$ cat src/rtl/dog_stage.sv
// dog_stage: Difference-of-Gaussians stage.
// Realigns a fine (lower-sigma) and a coarse (higher-sigma) blurred pixel stream through a
// small skew FIFO on the fine side, then emits the signed difference fine - coarse with its
// raster position, frame-end marker and a low-contrast flag.
//
// Ports:
//   Clk, Reset           clock; asynchronous active-high reset
//   Clk_en               global stall; low freezes all state and suppresses strobes
//   fine_in/fine_valid   fine blurred pixel stream (pushed into the skew FIFO)
//   coarse_in/valid      coarse blurred pixel stream (pops the FIFO, forms a pair)
//   dout, dout_valid     9-bit two's-complement difference and its strobe
//   col, row             raster position of the presented pixel
//   frame_end            strobe on the last pixel of the frame
//   low_contrast         |dout| <= LOW_TH
//   fifo_level           skew FIFO occupancy after the edge
//   ovf_err, unf_err     sticky overflow / underflow flags
module dog_stage #(
    parameter int unsigned IMG_W      = 400,
    parameter int unsigned IMG_H      = 300,
    parameter int unsigned FIFO_DEPTH = 16,
    parameter int unsigned LOW_TH     = 2
) (
    input  logic                          Clk,
    input  logic                          Reset,
    input  logic                          Clk_en,
    input  logic [7:0]                    fine_in,
    input  logic                          fine_valid,
    input  logic [7:0]                    coarse_in,
    input  logic                          coarse_valid,
    output logic [8:0]                    dout,
    output logic                          dout_valid,
    output logic [$clog2(IMG_W)-1:0]      col,
    output logic [$clog2(IMG_H)-1:0]      row,
    output logic                          frame_end,
    output logic                          low_contrast,
    output logic [$clog2(FIFO_DEPTH):0]   fifo_level,
    output logic                          ovf_err,
    output logic                          unf_err
);

    localparam int unsigned CW = $clog2(IMG_W);
    localparam int unsigned RW = $clog2(IMG_H);
    localparam int unsigned PW = $clog2(FIFO_DEPTH);
    localparam int unsigned LW = PW + 1;

    localparam logic [CW-1:0] COL_LAST = CW'(IMG_W - 1);
    localparam logic [RW-1:0] ROW_LAST = RW'(IMG_H - 1);
    localparam logic [LW-1:0] LVL_FULL = LW'(FIFO_DEPTH);
    localparam logic [8:0]    LOW_LIM  = 9'(LOW_TH);

    logic [7:0]    mem [FIFO_DEPTH];
    logic [PW-1:0] wr_ptr;
    logic [PW-1:0] rd_ptr;
    logic [CW-1:0] col_cnt;
    logic [RW-1:0] row_cnt;

    logic          fifo_empty;
    logic          fifo_full;
    logic          push_req;
    logic          pop_req;
    logic          bypass;
    logic          do_push;
    logic          do_pop;
    logic          ovf_hit;
    logic          unf_hit;
    logic          pair_valid;
    logic [7:0]    fine_op;
    logic [8:0]    diff;
    logic [8:0]    diff_abs;
    logic          last_col;
    logic          last_row;
    logic [LW-1:0] level_next;

    always_comb begin
        fifo_empty = (fifo_level == '0);
        fifo_full  = (fifo_level == LVL_FULL);
        push_req   = Clk_en & fine_valid;
        pop_req    = Clk_en & coarse_valid;
        // Empty FIFO with both samples present: pair directly, nothing is queued.
        bypass     = push_req & pop_req & fifo_empty;
        do_pop     = pop_req & ~fifo_empty;
        // A same-cycle pop frees the head slot, so a push into a full FIFO is still legal.
        do_push    = push_req & ~bypass & (~fifo_full | do_pop);
        ovf_hit    = push_req & fifo_full & ~pop_req;
        unf_hit    = pop_req & fifo_empty & ~push_req;
        pair_valid = bypass | do_pop;
        fine_op    = bypass ? fine_in : mem[rd_ptr];
        diff       = {1'b0, fine_op} - {1'b0, coarse_in};
        diff_abs   = diff[8] ? (~diff + 9'd1) : diff;
        last_col   = (col_cnt == COL_LAST);
        last_row   = (row_cnt == ROW_LAST);
        level_next = fifo_level;
        unique case ({do_push, do_pop})
            2'b10:   level_next = fifo_level + 1'b1;
            2'b01:   level_next = fifo_level - 1'b1;
            default: level_next = fifo_level;
        endcase
    end

    // Storage needs no reset: pointers and level define what is valid.
    always_ff @(posedge Clk) begin
        if (do_push) begin
            mem[wr_ptr] <= fine_in;
        end
    end

    always_ff @(posedge Clk or posedge Reset) begin
        if (Reset) begin
            wr_ptr       <= '0;
            rd_ptr       <= '0;
            fifo_level   <= '0;
            ovf_err      <= 1'b0;
            unf_err      <= 1'b0;
            col_cnt      <= '0;
            row_cnt      <= '0;
            dout         <= '0;
            dout_valid   <= 1'b0;
            col          <= '0;
            row          <= '0;
            frame_end    <= 1'b0;
            low_contrast <= 1'b0;
        end else begin
            fifo_level <= level_next;
            if (do_push) wr_ptr <= wr_ptr + 1'b1;
            if (do_pop)  rd_ptr <= rd_ptr + 1'b1;
            if (ovf_hit) ovf_err <= 1'b1;
            if (unf_hit) unf_err <= 1'b1;

            if (Clk_en) begin
                dout_valid <= pair_valid;
                frame_end  <= pair_valid & last_col & last_row;
                if (pair_valid) begin
                    dout         <= diff;
                    low_contrast <= (diff_abs <= LOW_LIM);
                    col          <= col_cnt;
                    row          <= row_cnt;
                    // col_cnt/row_cnt hold the position of the next pixel to be emitted.
                    if (last_col) begin
                        col_cnt <= '0;
                        row_cnt <= last_row ? '0 : row_cnt + 1'b1;
                    end else begin
                        col_cnt <= col_cnt + 1'b1;
                    end
                end
            end else begin
                dout_valid <= 1'b0;
                frame_end  <= 1'b0;
            end
        end
    end

endmodule

$ cat config.mk
export PLATFORM = sky130hd
export DESIGN_NAME = dog_stage
export DESIGN_NICKNAME = d
export VERILOG_FILES = /design/src/rtl/dog_stage.sv
export SDC_FILE = /design/constraint.sdc
export NUM_CORES = 1
export LEC_CHECK = 0
export BUFFER_PORTS_ARGS = -buffer_cell sky130_fd_sc_hd__buf_4
export CAP_MARGIN = 20
export CORE_MARGIN = 1.5
export CORE_UTILIZATION = 60
export DETAILED_ROUTE_END_ITERATION = 6
export PLACE_DENSITY = 0.76
export SLEW_MARGIN = 20
export SYNTH_ARGS = -nofsm -noshare
export SYNTH_HDL_FRONTEND = slang
export SYNTH_SLANG_ARGS = --single-unit
$ cat constraint.sdc
create_clock -name Clk -period 10.4 [get_ports Clk]
set_input_delay 1.56 -clock Clk [delete_from_list [all_inputs] [get_ports Clk]]
set_output_delay 1.56 -clock Clk [all_outputs]
set_load 0.05 [all_outputs]
==> metrics.yaml <==
routing:
  dr.first_iter.drc_count: 480
  drc: 0
  vias: 4991
  drt_wl_total_mm: 16.7
  drt_pass1_iterations: 5
  drtAntennaViolNets: 0
  wl_per_cell_um: 20.1
  viasPerCell: 6.02
critical_path:
  crit_path_max_fanout: 35
  crit_type: "register to register"
  ff2ff_path_depth: 12
  slowest_stage: "mux4_2"
  worstReg2RegEnd: "low_contrast"
  critPathMostFrequentCell: "mux4_2"
  crit_required_ns: 10.74
  worstSetupStartpointType: "register"
  critPathTopFamily: "multiplexers"
  path_cells: "buf_4 -> mux4_2 -> mux4_2 -> mux2_2 -> ha_1 -> a21o_1 -> a31o_2 -> xnor2_1 -> or3_1 -> a22oi_1 -> a21oi_1 -> o41ai_2"
  max_stage_delay_ns: 0.63
  worstPathArrival_ns: 4.83
  r2r_slack_ns: 5.90
  cp.depth: 12
  r2r-start: "rd_ptr[0]"
  cp_num_buf_inv: 1
  end_kind: "register"
logic_synthesis:
  yosysTopAreaCell: "edfxtp_1"
  synth_top_area_share: 0.459
  synthTopCellsByCount: "128 x edfxtp_1, 96 x nand2_1, 63 x dfrtp_1"
  syn-num-nets: 623
  synth_warnings: 0
  synth_area_leaders: "edfxtp_1 46%, dfrtp_1 19%, mux4_2 11%"
  ys_seq_area_frac: 0.647
  ys_dominant_reg_cell: "edfxtp_1"
  synthesis.area_mm2: 0.00837
  synthDistinctLibCells: 52
  synthArstFlopShare: 0.330
  synthCells: 581
  ys_ff_latch: 191
  yosysMostFrequentCell: "edfxtp_1"
  postSynthAreaPerCell_um2: 14.4
  synth_edf_count: 128
clock_network:
  insertion_delay_ns: 0.43
  htree_levels: 4
  cts_resized: 0
  cts.clk_slew.worst_paths_ns: 0.07
  cts_root_buffer: "clkbuf_16"
  cts.sinks: 191
  cts_tree: "done"
  holdBufCountCts: 0
  post_cts_buffers: 0
  clockBufferDepth: 2
  numCtsBuffers: 17
die:
  design.die.area_mm2: 0.0147
  start_util: 0.622
  std_cell_rows: 42
  die_x_um: 121
  core_mm2: 0.0135
  ios: 58
  dieHeight_um: 121
timing:
  worstMarginPinSlew_ns: 1.03
  fin_skew_ns: 0.0122
  finalHoldViolCount: 0
  max_freq_mhz: 222
  final.setup.tns_ns: 0
  setup_violations: 0
  period_minus_slack_ns: 4.50
  finalMaxSlewViolations: 0
  whs_ns: 0.482
  rsz0062_at_grt: "no"
  maxSlewHeadroom: 0.311
  period_share: 0.432
grt:
  use_met3: 0.0587
  antenna_found_initial: 0
  grt_max_degree: 64
  grt_pass1_wl_mm: 26.4
  grt-ovfl-total: 0
  gr-max-usage-layer: "met2"
  met2_usage: 0.398
  grt_pass1_vias: 4906
  grt_use_met1: 0.339
  grt_use_total: 0.248
layout:
  finish.utilization: 0.710
  n_fill_cell: 876
  nNetsFinal: 682
  num_antenna_cells: 0
  final_cells: 829
  layout-drive-gt1-share: 0.239
  syn_to_final_growth_pct: 14.0
place:
  hpwl_mm: 10.7
  dp.cells: 797
  portBuffers: 57
  gp_congestion: 0.841
flow_run:
  maxCapViolCount: 0
worst_hold_path:
  hp-start: "col[7]"
  worstHoldEndpoint: "col[7]"
  hold_path_class: "register to register"
  hold_depth: 2
pwr:
  power_leakage_nw: 3.76
  vdd_drop_max_uv: 196
  p_per_area_mw_per_mm2: 297
  power.total_w: 0.00283
outcome:
  status: "completed"
[final cells by class]
| cell class | instances | area, µm² | share of cell area |
|---|---|---|---|
| Inverter | 19 | 71.3 | 0.00747 |
| Timing Repair Buffer | 64 | 480 | 0.0503 |
| Clock buffer | 17 | 425 | 0.0445 |
| Sequential cell | 191 | 5420 | 0.568 |
| Tap cell | 176 | 220 | 0.0231 |
| Multi-Input combinational cell | 347 | 2760 | 0.289 |
| Clock inverter | 15 | 168 | 0.0176 |
[cells in the final DEF, fill, tap and decap left out, drive strengths merged, types with 3 or more instances in the layout]
master	count
nor3	8
mux2	10
nand2	97
ha	19
nor2	30
nand4	5
buf	64
a21oi	19
mux4	40
inv	27
nand2b	3
clkinv	5
edfxtp	128
nand3	9
a21o	4
o21ai	32
xnor2	13
xor2	9
a31oi	3
nor2b	4
dfrtp	63
clkbuf	17
or3	3
and3	8
[power breakdown]
| group | internal [W] | total (W) | leakage, nW | switching [W] |
|---|---|---|---|---|
| logic | 0.000499 | 0.00118 | 1.50 | 0.000678 |
| clock network | 0.000343 | 0.000645 | 0.291 | 0.000302 |
| registers | 0.000901 | 0.00101 | 1.97 | 0.000108 |
| total | 0.00174 | 0.00283 | 3.76 | 0.00109 |
[cell families (layout without fill, tap and decap cells)]
kind of cell,after synthesis,count (layout),synth area share
and+or+nand+nor,176,176,0.0934
DFF,191,191,0.647
xor gates and xnor gates,22,22,0.0230
adders and majority gates,21,21,0.0332
muxes,52,52,0.123
AOI/OAI and AO/OA,76,76,0.0568
buffers and inverters,43,115,0.0229
[layer usage]
metal | routed length, µm | vias to the layer above
met3 | 1070 | 18
met4 | 216 | 0
met1 | 6950 | 2501
li1 | - | 2284
met5 | 0 | -
met2 | 8460 | 188
[registers in the layout (all words and copies together) (netlist names), 4 cells and up]
name	cells
col	9
row_cnt	9
col_cnt	9
row	9
rd_ptr	4
wr_ptr	4
dout	9
mem	128
fifo_level	5
[worst max path at each step]
stage / start / end
final: rd_ptr[0] / low_contrast
after global placement: coarse_valid / low_contrast
after CTS: rd_ptr[0] / low_contrast
after detailed placement: coarse_valid / low_contrast
after global routing: rd_ptr[0] / low_contrast
after floorplan: coarse_valid / low_contrast
[worst register-to-register path, delay by kind of cell, from the launching register on]
| family | cells | cell delay (ns) |
|---|---|---|
| DFF | 1 | 0.35 |
| xor gates and xnor gates | 1 | 0.16 |
| and+or+nand+nor | 1 | 0.40 |
| muxes | 3 | 1.42 |
| adders and majority gates | 1 | 0.40 |
| AOI/OAI and AO/OA | 5 | 1.14 |
| buffers and inverters | 1 | 0.52 |
[metrics by stage]
stage / instance area [µm²] / setup WS (ns)
floorplan: 8370 / 6.17
finish: 9550 / 5.90
global route: 9550 / 5.65
detailed placement: 8960 / 5.62
CTS: 9550 / 5.88
global placement: 8960 / 5.72
Note: power is estimated with default switching activity, not from simulation.
